### config.mk
export PLATFORM = sky130hd
export DESIGN_NAME = shift_burst_arbiter
export DESIGN_NICKNAME = d
export VERILOG_FILES = /design/src/rtl/shift_burst_arbiter.sv
export SDC_FILE = /design/constraint.sdc
export NUM_CORES = 1
export LEC_CHECK = 0
export ABC_AREA = 1
export ABC_CLOCK_PERIOD_IN_PS = 2900
export CAP_MARGIN = 15
export CORE_UTILIZATION = 30
export CTS_CLUSTER_SIZE = 24
export DETAILED_ROUTE_END_ITERATION = 10
export PLACE_DENSITY = 0.63
export SLEW_MARGIN = 20
export SYNTH_ARGS = -nofsm -noshare
export SYNTH_HDL_FRONTEND = slang
export SYNTH_SLANG_ARGS = --single-unit
### constraint.sdc
create_clock -name Clock -period 2.9 [get_ports Clock]
set_input_delay 0.725 -clock Clock [delete_from_list [all_inputs] [get_ports Clock]]
set_output_delay 0.725 -clock Clock [all_outputs]
set_load 0.02 [all_outputs]
### src/rtl/shift_burst_arbiter.sv
`default_nettype none
// ============================================================================
//  Module   : shift_burst_arbiter
//  Purpose  : Round-robin arbiter between two burst requesters (A, B) that
//             share a single WIDTH-bit left/right shift register. A granted
//             burst is played out serially on LeftCtrl/LeftIn or
//             RightCtrl/RightIn, one shift per cycle. A one-cycle done pulse
//             follows the last shift.
//  Revision : 1.0  initial release
// ============================================================================
module shift_burst_arbiter #(
    parameter int WIDTH = 6,
    parameter int CNT_W = 3
) (
    input  logic             Clock,
    input  logic             Reset,
    // requester A
    input  logic             a_valid,
    output logic             a_ready,
    input  logic             a_dir,
    input  logic [CNT_W-1:0] a_len,
    input  logic [WIDTH-1:0] a_data,
    // requester B
    input  logic             b_valid,
    output logic             b_ready,
    input  logic             b_dir,
    input  logic [CNT_W-1:0] b_len,
    input  logic [WIDTH-1:0] b_data,
    // shift register controls (sampled by the register on the falling edge)
    output logic             LeftCtrl,
    output logic             LeftIn,
    output logic             RightCtrl,
    output logic             RightIn,
    // status
    output logic             busy,
    output logic             grant_id,
    output logic             done
);

    // Longest burst the register can take; longer requests are clamped to it.
    localparam logic [CNT_W-1:0] LEN_MAX = CNT_W'(WIDTH);

    typedef enum logic [1:0] {
        S_IDLE  = 2'd0,
        S_SHIFT = 2'd1,
        S_DONE  = 2'd2
    } state_t;

    state_t             state_q, state_d;
    logic               ptr_q, ptr_d;        // 0: A wins a tie, 1: B wins a tie
    logic               dir_q, dir_d;        // direction of the burst in flight
    logic [WIDTH-1:0]   data_q, data_d;      // bits still to be shifted out
    logic [CNT_W-1:0]   cnt_q, cnt_d;        // shifts left after the current one
    logic               grant_q, grant_d;
    logic               left_ctrl_q, left_ctrl_d;
    logic               left_in_q, left_in_d;
    logic               right_ctrl_q, right_ctrl_d;
    logic               right_in_q, right_in_d;
    logic               done_q, done_d;
    logic               busy_q, busy_d;

    // Arbitration and request mux
    logic               pick_b;
    logic               accept;
    logic               sel_dir;
    logic [CNT_W-1:0]   sel_len;
    logic [CNT_W-1:0]   len_eff;
    logic [WIDTH-1:0]   sel_data;
    logic               shift_now;           // a shift is issued in the next cycle
    logic               shift_bit;           // serial bit for that shift

    // Pick the winner: a lone valid wins, a tie goes to the pointer's favourite.
    always_comb begin
        pick_b   = b_valid && (!a_valid || ptr_q);
        a_ready  = (state_q == S_IDLE) && !Reset && a_valid && !pick_b;
        b_ready  = (state_q == S_IDLE) && !Reset && pick_b;
        accept   = a_ready || b_ready;
        sel_dir  = pick_b ? b_dir  : a_dir;
        sel_len  = pick_b ? b_len  : a_len;
        sel_data = pick_b ? b_data : a_data;
        len_eff  = (sel_len > LEN_MAX) ? LEN_MAX : sel_len;
    end

    // Next-state logic: the first shift is issued in the accept cycle itself,
    // so the counter is loaded with the number of shifts that remain after it.
    always_comb begin
        state_d   = state_q;
        ptr_d     = ptr_q;
        dir_d     = dir_q;
        data_d    = data_q;
        cnt_d     = cnt_q;
        grant_d   = grant_q;
        shift_now = 1'b0;
        shift_bit = 1'b0;

        case (state_q)
            S_IDLE: begin
                if (accept) begin
                    ptr_d   = ~pick_b;
                    grant_d = pick_b;
                    dir_d   = sel_dir;
                    if (len_eff == '0) begin
                        state_d = S_DONE;
                    end else begin
                        state_d   = S_SHIFT;
                        shift_now = 1'b1;
                        // Right shifts feed LSB first, left shifts MSB first.
                        shift_bit = sel_dir ? sel_data[0] : sel_data[WIDTH-1];
                        data_d    = sel_dir ? (sel_data >> 1) : (sel_data << 1);
                        cnt_d     = len_eff - CNT_W'(1);
                    end
                end
            end
            S_SHIFT: begin
                if (cnt_q == '0) begin
                    state_d = S_DONE;
                end else begin
                    shift_now = 1'b1;
                    shift_bit = dir_q ? data_q[0] : data_q[WIDTH-1];
                    data_d    = dir_q ? (data_q >> 1) : (data_q << 1);
                    cnt_d     = cnt_q - CNT_W'(1);
                end
            end
            S_DONE: begin
                state_d = S_IDLE;
            end
            default: begin
                state_d = S_IDLE;
            end
        endcase
    end

    // Output next values, derived from the next state so every pin is a flop.
    always_comb begin
        left_ctrl_d  = shift_now && !dir_d;
        left_in_d    = shift_now && !dir_d && shift_bit;
        right_ctrl_d = shift_now && dir_d;
        right_in_d   = shift_now && dir_d && shift_bit;
        done_d       = (state_d == S_DONE);
        busy_d       = (state_d != S_IDLE);
    end

    // State and output registers; reset abandons any burst in flight.
    always_ff @(posedge Clock) begin
        if (Reset) begin
            state_q      <= S_IDLE;
            ptr_q        <= 1'b0;
            dir_q        <= 1'b0;
            data_q       <= '0;
            cnt_q        <= '0;
            grant_q      <= 1'b0;
            left_ctrl_q  <= 1'b0;
            left_in_q    <= 1'b0;
            right_ctrl_q <= 1'b0;
            right_in_q   <= 1'b0;
            done_q       <= 1'b0;
            busy_q       <= 1'b0;
        end else begin
            state_q      <= state_d;
            ptr_q        <= ptr_d;
            dir_q        <= dir_d;
            data_q       <= data_d;
            cnt_q        <= cnt_d;
            grant_q      <= grant_d;
            left_ctrl_q  <= left_ctrl_d;
            left_in_q    <= left_in_d;
            right_ctrl_q <= right_ctrl_d;
            right_in_q   <= right_in_d;
            done_q       <= done_d;
            busy_q       <= busy_d;
        end
    end

    assign LeftCtrl  = left_ctrl_q;
    assign LeftIn    = left_in_q;
    assign RightCtrl = right_ctrl_q;
    assign RightIn   = right_in_q;
    assign busy      = busy_q;
    assign grant_id  = grant_q;
    assign done      = done_q;

endmodule
`default_nettype wire

==> results of run 1 <==
flip-flops by register name (all words and copies together), names as in the netlist:
register / cells
data_q: 6
cnt_q: 3
state_q: 2
LeftCtrl: 1
LeftIn: 1
RightCtrl: 1
RightIn: 1
busy: 1
dir_q: 1
done: 1
grant_id: 1
ptr_q: 1
cell usage after synthesis:
library cell,count
buf_1,1
inv_2,5
nor2_2,2
dfxtp_1,20
a211oi_1,2
o21ai_0,2
o22ai_1,1
nand2_1,56
nand3b_1,2
inv_1,25
nor2_1,27
and2_1,2
nand2_2,6
ha_1,1
nand4_1,1
nand3_1,30
o21ai_1,1
a21oi_1,5
nor2_4,6
inv_4,1
buf_2,1
nand2_4,9
nand3_2,3
buf_12,1
buf_4,1
kinds of logic (layout without fill, tap and decap cells):
group	count (synthesis)	after routing	synth area share, %
AO/OA/AOI/OAI	11	11	4.46
AND/OR/NAND/NOR	144	144	54.2
adder cells (fa/ha/maj)	1	1	0.911
buffers and inverters	35	76	11.3
flip-flops	20	20	29.1
layout by cell type, fill, tap and decap left out, types with 2 or more instances in the layout:
cell | synthesis | layout
a211oi_1 | 2 | 2
a21oi_1 | 5 | 5
and2_1 | 2 | 2
buf_4 | 1 | 9
clkbuf_8 | 0 | 3
clkdlybuf4s50_1 | 0 | 31
dfxtp_1 | 20 | 20
inv_1 | 25 | 25
inv_2 | 5 | 5
nand2_1 | 56 | 56
nand2_2 | 6 | 6
nand2_4 | 9 | 9
nand3_1 | 30 | 30
nand3_2 | 3 | 3
nand3b_1 | 2 | 2
nor2_1 | 27 | 27
nor2_2 | 2 | 2
nor2_4 | 6 | 6
o21ai_0 | 2 | 2
metal layers:
layer | share of wire (%) | routed length [µm]
met1 | 49 | 1530
met2 | 45 | 1400
met3 | 4.3 | 134
met4 | 1.1 | 34
met5 | 0 | 0
layout make-up:
cell class,instances,area (µm²)
Inverter,31,119
Fill cell,462,2520
Timing Repair Buffer,41,387
Tap cell,52,65.1
Sequential cell,20,400
Multi-Input combinational cell,156,818
Clock buffer,3,41.3
Clock inverter,1,30.0
how the worst max path moves through the flow:
stage	slack, ns	end	startpoint
floorplan	0.75	a_ready	b_valid
detailed placement	0.003	a_ready	a_valid
global placement	0.002	a_ready	a_valid
CTS	0.09	b_ready	a_valid
global route	0.06	b_ready	a_valid
finish	0.10	b_ready	a_valid
power by group through the flow:
| stage | Clock, µW | Combinational (µW) | Sequential (µW) |
|---|---|---|---|
| detailed placement | 0 | 347 | 334 |
| finish | 277 | 346 | 328 |
| CTS | 283 | 348 | 327 |
| global route | 294 | 396 | 331 |
| global placement | 0 | 344 | 334 |
| floorplan | 0 | 233 | 340 |
per-stage QoR:
stage	utilization [%]	power, µW	setup WS [ns]	instance area [µm²]	instances
6_report	42.4	950	0.103	1860	304
3_3_place_gp	40.8	678	0.00207	1790	300
4_1_cts	42.4	958	0.0872	1860	304
5_1_grt	42.4	1020	0.0575	1860	304
3_5_place_dp	40.8	681	0.00256	1790	300
2_1_floorplan	-	574	0.748	1370	211
worst max-delay path: cells and delay by family:
| kind | cells | cell delay, ns |
|---|---|---|
| and+or+nand+nor | 3 | 0.27 |
| buffers and inverters | 2 | 1.07 |
==> flow_summary_export.csv, run 1 <==
group,metric,value,unit
critical_path,critPathSlowestCell,"clkdlybuf4s50_1",
power,ir_worst_vdd,0.000203,V
route,drt_iter0_drc,30,
critical_path,end_kind,"output pin",
sta,worst_pin_slew,0.395,ns
hold_path,worstHoldStart,"grant_id$_SDFFE_PP0P_",
layout,n_antenna_cell,0,
layout,nets,278,
place,dp_hpwl,2.52,mm
power,clkPwrFrac,29.1,%
power,powerDensity,511,nW/µm²
critical_path,r2r_slack,1.15,ns
cts,numCtsBuffers,3,
power,switchingPower,314,µW
critical_path,cp_data_arrival_time,2.07,ns
place,port_buffers,32,
floorplanning,initial_core_util,31.3,%
hold_path,min_path_type,"reg2reg",
floorplanning,core_area,4380,µm²
cts,postCtsSetupRepairBufs,0,
critical_path,crit_type,"in2out",
floorplanning,dieArea,4850,µm²
critical_path,start_kind,"input port",
critical_path,cp_max_fo,3,
critical_path,worst_r2r_path_depth,12,
sta,fmax,0.358,GHz
global_route,grt_use_total,14.5,%
route,routed_wl,3.10,mm
synth,syn_area,1370,µm²
global_route,grt_busiest_layer,"met2",
synth,syn_inst,211,
global_route,met1_usage,18.5,%
sta,tns,0,ns
route,drt-wirelength-per-cell,10.2,µm
global_route,grt_pass1_vias,1358,
cts,cts-resized-gates,1,
floorplanning,die_x,69.7,µm
global_route,antenna_found_initial,0,
sta,whs,0.484,ns
critical_path,worstPathCellList,"clkdlybuf4s50_1, nand2_4, nand2_4, nor2_4, clkdlybuf4s50_1",
sta,skew,0.00308,ns
synth,syn_nets,236,
cts,htreeDepth,1,
power,seqPwrFrac,34.5,%
sta,rsz0062_at_grt,"no",
cts,cts_hold_buf,0,
global_route,use_met2,24.3,%
global_route,grt_start_max_net_pins,16,
critical_path,cp.required,2.17,ns
layout,drive_above_1_share,17.9,%
floorplanning,die_h,69.7,µm
synth,syn_avg_cell_area,6.51,µm²
global_route,met3_usage,3.05,%
layout,area_growth,35.4,%
hold_path,whs_path_depth,2,
power,p_leak,0.000919,µW
route,route.antenna.remaining_nets,0,
global_route,grt_pass1_wl,5.73,mm
synth,synth-seq-cells,20,
cts,cts_root_buf,"clkbuf_8",
critical_path,crit_path_max_incr_delay,0.60,ns
power,netSwitchingFraction,33.0,%
route,via_count,1364,
cts,path_clk_slew,0.07,ns
synth,synth_area_leaders,"dfxtp_1 29%, nand2_1 15%, nand3_1 11%",
run_status,status,"finished clean",
synth,yosysSeqAreaShare,29.1,%
cts,cts_sinks,20,
floorplanning,io_pins,33,
route,drc_errors,0,
sta,finalSetupViolations,0,
route,dr.pass1.iters,5,
sta,fin_crit,2.80,ns
route,drt-vias-per-instance,4.49,
sta,drv_slew,0,
synth,yosysTopAreaCellShare,29.1,%
critical_path,r2r_end,"cnt_q[2]$_SDFFE_PP0P_",
sta,hold_violations,0,
cts,cts_max_path_buffers,2,
synth,yosysWarnings,0,
synth,synth_top_cell_by_area,"dfxtp_1",
sta,period_share,96.5,%
power,internal_power,636,µW
cts,cts_tree,"built",
sta,max-slew-margin-rel,73.6,%
synth,ys_types,25,
critical_path,timing.rr.start,"state_q[0]$_SDFF_PP0_",
place,place_congestion,0.860,
floorplanning,rows,24,
job,maxCapViolCount,0,
global_route,gr-total-overflow,0,
cts,insertion_delay,0.26,ns
hold_path,hold_path_end,"grant_id$_SDFFE_PP0P_",
power,comb_power_share,36.4,%
Power figures use the tool's default switching activity.
==> inputs of run 2 (changes only) <==
Settings changed: MAX_ROUTING_LAYER set to met4.
==> flow_summary_export.csv, run 2 (synthesized netlist as in run 1, its figures left out) <==
group,metric,value,unit
cts,cts_root_buf,"clkbuf_8",
sta,tns,0,ns
global_route,grt_start_max_net_pins,16,
floorplanning,rows,24,
critical_path,crit_cells,5,
hold_path,worstHoldStart,"grant_id$_SDFFE_PP0P_",
global_route,grt_use_total,14.9,%
global_route,grt_pass1_vias,1358,
route,drt_iter0_drc,30,
layout,reg_top3,"data_q: 6 flops, cnt_q: 3 flops, state_q: 2 flops",
cts,cts_hold_buf,0,
hold_path,hold_path_end,"grant_id$_SDFFE_PP0P_",
sta,skew,0.00308,ns
critical_path,worstPathCellList,"clkdlybuf4s50_1, nand2_4, nand2_4, nor2_4, clkdlybuf4s50_1",
route,dr.pass1.iters,5,
place,dp_hpwl,2.52,mm
critical_path,cp_data_arrival_time,2.07,ns
place,pre_cts_ws,0.00256,ns
layout,stdcell_count,304,
sta,fin_crit,2.80,ns
layout,fillers,462,
cts,cts_tree,"built",
cts,cts_sinks,20,
sta,finalSetupViolations,0,
critical_path,r2r_end,"cnt_q[2]$_SDFFE_PP0P_",
sta,period_share,96.5,%
layout,nets,278,
route,routed_wl,3.10,mm
critical_path,crit_path_max_incr_delay,0.60,ns
job,maxCapViolCount,0,
critical_path,critPathSlowestCell,"clkdlybuf4s50_1",
cts,path_clk_slew,0.07,ns
floorplanning,initial_core_util,31.3,%
route,via_count,1364,
power,p_leak,0.000919,µW
cts,htreeDepth,1,
sta,max-slew-margin-rel,73.6,%
route,route.antenna.remaining_nets,0,
floorplanning,io_pins,33,
layout,area_growth,35.4,%
sta,rsz0062_at_grt,"no",
hold_path,whs_path_depth,2,
route,drt-wirelength-per-cell,10.2,µm
layout,final_common_cell,"nand2_1",
place,port_buffers,32,
floorplanning,dieArea,4850,µm²
critical_path,cp_top_family,"buffers and inverters",
route,drt-vias-per-instance,4.49,
critical_path,timing.rr.start,"state_q[0]$_SDFF_PP0_",
cts,insertion_delay,0.26,ns
critical_path,r2r_slack,1.15,ns
sta,worst_pin_slew,0.395,ns
critical_path,path_buf_inv,2,
critical_path,cp.required,2.17,ns
critical_path,cp_max_fo,3,
global_route,grt_pass1_wl,5.73,mm
sta,hold_violations,0,
floorplanning,core_area,4380,µm²
power,ir_worst_vdd,0.000203,V
critical_path,end_kind,"output pin",
layout,final_cell_mix,"56 x nand2_1, 31 x clkdlybuf4s50_1, 30 x nand3_1",
layout,n_antenna_cell,0,
layout,largest_register_ffs,6,
critical_path,crit_type,"in2out",
critical_path,worst_r2r_path_depth,12,
floorplanning,die_x,69.7,µm
global_route,antenna_found_initial,0,
critical_path,start_kind,"input port",
sta,fmax,0.358,GHz
power,p_total,950,µW
route,drc_errors,0,
cts,numCtsBuffers,3,
place,place_congestion,0.874,
layout,drive_above_1_share,17.9,%
global_route,gr-total-overflow,0,
place,placed_area,1790,µm²
place,place_inst,300,
sta,fin_ws,0.103,ns
run_status,status,"finished clean",
hold_path,min_path_type,"reg2reg",
power,powerDensity,511,nW/µm²
layout,regMostFlops,"data_q",
layout,design_area,1860,µm²
floorplanning,die_h,69.7,µm
sta,drv_slew,0,
cts,cts_max_path_buffers,2,
[run 2: cell counts in the layout (fill, tap and decap cells not counted)]
Identical to the previous run, type by type.
[run 2: final cells by class]
class / count / area (µm²) / area share [%]
Sequential cell: 20 / 400 / 21.5
Inverter: 31 / 119 / 6.39
Clock inverter: 1 / 30.0 / 1.61
Clock buffer: 3 / 41.3 / 2.22
Timing Repair Buffer: 41 / 387 / 20.8
Multi-Input combinational cell: 156 / 818 / 44.0
Tap cell: 52 / 65.1 / 3.50
[run 2: worst register-to-register path: stages, from the launching register on]
cell     delay, ns
dfxtp_1       0.38
inv_1         0.08
nor2_4        0.27
inv_2         0.16
nand2_1       0.10
nand2_1       0.05
inv_1         0.04
nand2_1       0.07
ha_1          0.22
nand3_1       0.08
nand2_1       0.05
nor2_1        0.09
nor2_1        0.05
[run 2: power breakdown]
group          internal (µW)  total, µW  switching (µW)
clock                    184        277            92.7
combinational            142        346             204
sequential               310        328            17.4
total                    636        950             314
[run 2: routing by layer]
metal  vias to the layer above  share of wire (%)  track usage, %
li1                        738                  -               -
met1                       590                 49            18.5
met2                        32                 45            24.3
met3                         4                4.3            3.05
met4                         0                1.1            4.89
met5                         -                  0               -
[run 2: stage by stage]
stage	utilization [%]	hold WS [ns]
final	42.4	0.484
after global routing	42.4	0.505
after CTS	42.4	0.488
after detailed placement	40.8	0.472
after global placement	40.8	0.480
after floorplan	-	0.490
[run 2: timing repair]
item                                    4_1_cts  5_1_grt
endpoints found under the setup margin        1        0
resized for setup                             1        0
endpoints found under the hold margin         0        0
buffers inserted                              0        0
[run 2: worst max-delay path by stage]
stage,to,slack [ns],startpoint
final,b_ready,0.10,a_valid
after global routing,b_ready,0.06,a_valid
after CTS,b_ready,0.09,a_valid
after detailed placement,a_ready,0.003,a_valid
after global placement,a_ready,0.002,a_valid
after floorplan,a_ready,0.75,b_valid
==> inputs of run 3 (changes only) <==
Settings changed: CORE_MARGIN set to 3.
==> flow_summary_export.csv, run 3 (synthesized netlist as in run 1, its figures left out) <==
group,metric,value,unit
run_status,status,"finished clean",
critical_path,critPathSlowestCell,"clkdlybuf4s50_1",
hold_path,whs_path_depth,2,
critical_path,path_buf_inv,2,
critical_path,worstPathCellList,"clkdlybuf4s50_1, nand2_4, nand2_4, nor2_4, clkdlybuf4s50_1",
layout,largest_register_ffs,6,
sta,hold_violations,0,
route,drc_errors,0,
global_route,grt_use_total,13.2,%
job,maxCapViolCount,0,
floorplanning,dieArea,5430,µm²
floorplanning,die_x,73.7,µm
place,pre_cts_ws,-0.00837,ns
layout,reg_top3,"data_q: 6 flops, cnt_q: 3 flops, state_q: 2 flops",
hold_path,worstHoldStart,"grant_id$_SDFFE_PP0P_",
route,via_count,1408,
floorplanning,core_area,4200,µm²
sta,skew,0.00722,ns
cts,cts-resized-gates,1,
sta,worst_pin_slew,0.395,ns
critical_path,cp_top_family,"buffers and inverters",
floorplanning,rows,23,
cts,insertion_delay,0.26,ns
route,drt-vias-per-instance,4.66,
critical_path,start_kind,"input port",
cts,htreeDepth,1,
sta,fmax,0.356,GHz
sta,whs,0.483,ns
place,place_congestion,0.926,
critical_path,crit_cells,5,
sta,finalSetupViolations,0,
critical_path,worst_r2r_path_depth,14,
layout,nets,278,
layout,regMostFlops,"data_q",
global_route,grt_pass1_wl,5.58,mm
place,port_buffers,32,
power,p_leak,0.000919,µW
floorplanning,initial_core_util,32.7,%
cts,cts_root_buf,"clkbuf_8",
layout,final_common_cell,"nand2_1",
sta,drv_slew,0,
sta,fin_ws,0.0918,ns
floorplanning,io_pins,33,
power,ir_worst_vdd,0.000230,V
route,route.antenna.remaining_nets,0,
route,drt_iter0_drc,66,
sta,rsz0062_at_grt,"no",
layout,n_antenna_cell,0,
route,drt-wirelength-per-cell,10.7,µm
sta,period_share,96.8,%
critical_path,cp_max_fo,3,
route,dr.pass1.iters,4,
cts,path_clk_slew,0.08,ns
route,routed_wl,3.22,mm
critical_path,cp.required,2.17,ns
critical_path,crit_type,"in2out",
sta,fin_crit,2.81,ns
critical_path,r2r_slack,1.13,ns
layout,drive_above_1_share,17.9,%
global_route,grt_start_max_net_pins,16,
cts,cts_hold_buf,0,
sta,tns,0,ns
global_route,gr-total-overflow,0,
critical_path,cp_data_arrival_time,2.08,ns
power,powerDensity,513,nW/µm²
layout,area_growth,35.2,%
place,dp_hpwl,2.64,mm
critical_path,crit_path_max_incr_delay,0.60,ns
sta,max-slew-margin-rel,73.6,%
critical_path,end_kind,"output pin",
layout,final_cell_mix,"56 x nand2_1, 31 x clkdlybuf4s50_1, 30 x nand3_1",
cts,postCtsSetupRepairBufs,0,
cts,cts_sinks,20,
critical_path,timing.rr.start,"ptr_q$_SDFFE_PP0P_",
global_route,grt_pass1_vias,1249,
cts,numCtsBuffers,3,
cts,cts_max_path_buffers,2,
floorplanning,die_h,73.7,µm
global_route,antenna_found_initial,0,
hold_path,hold_path_end,"grant_id$_SDFFE_PP0P_",
critical_path,r2r_end,"cnt_q[2]$_SDFFE_PP0P_",
cts,cts_tree,"built",
hold_path,min_path_type,"reg2reg",
-- run 3: how the worst max path moves through the flow --
| stage | start | end | slack (ns) |
|---|---|---|---|
| after CTS | a_valid | b_ready | 0.08 |
| final | a_valid | b_ready | 0.09 |
| after global routing | a_valid | b_ready | 0.02 |
| after global placement | a_valid | a_ready | 0.003 |
| after floorplan | b_valid | a_ready | 0.75 |
| after detailed placement | a_valid | a_ready | -0.008 |
-- run 3: final cells by class --
class | instances | area (µm²)
repair buffers | 41 | 387
well taps | 50 | 62.6
inverters | 31 | 119
clock buffers | 3 | 41.3
flip-flops and latches | 20 | 400
multi-input cells | 156 | 818
clock inverters | 1 | 30.0
fillers | 452 | 2340
-- run 3: report_power, final --
part | leakage [µW] | switching [µW] | internal, µW
Combinational | 0.000719 | 204 | 142
Clock | 0.0000357 | 95.7 | 184
Sequential | 0.000164 | 17.1 | 310
-- run 3: metal layers --
metal,wire length (µm),part of all wire [%],track usage [%]
met1,1550,48,18.2
met2,1490,46,20.3
met3,158,4.9,2.87
met4,21,0.65,1.81
met5,0,0,-
-- run 3: metrics by stage --
step	power [µW]	instance area [µm²]	utilization (%)	std cells
floorplan	574	1370	-	211
global placement	678	1790	42.6	298
detailed placement	681	1790	42.6	298
CTS	961	1860	44.2	302
global route	1020	1860	44.2	302
finish	953	1860	44.2	302
-- run 3: worst register-to-register path: stages (launching register included) --
cell and delay [ns]:
dfxtp_1 0.31, inv_1 0.11, nand2_4 0.07, nand2_4 0.09
buf_4 0.19, nand2_1 0.07, nand2_1 0.12, nor2_1 0.07
nand3_1 0.08, nand2_1 0.07, ha_1 0.21, nand3_1 0.08
nand2_1 0.05, nor2_1 0.09, nor2_1 0.05
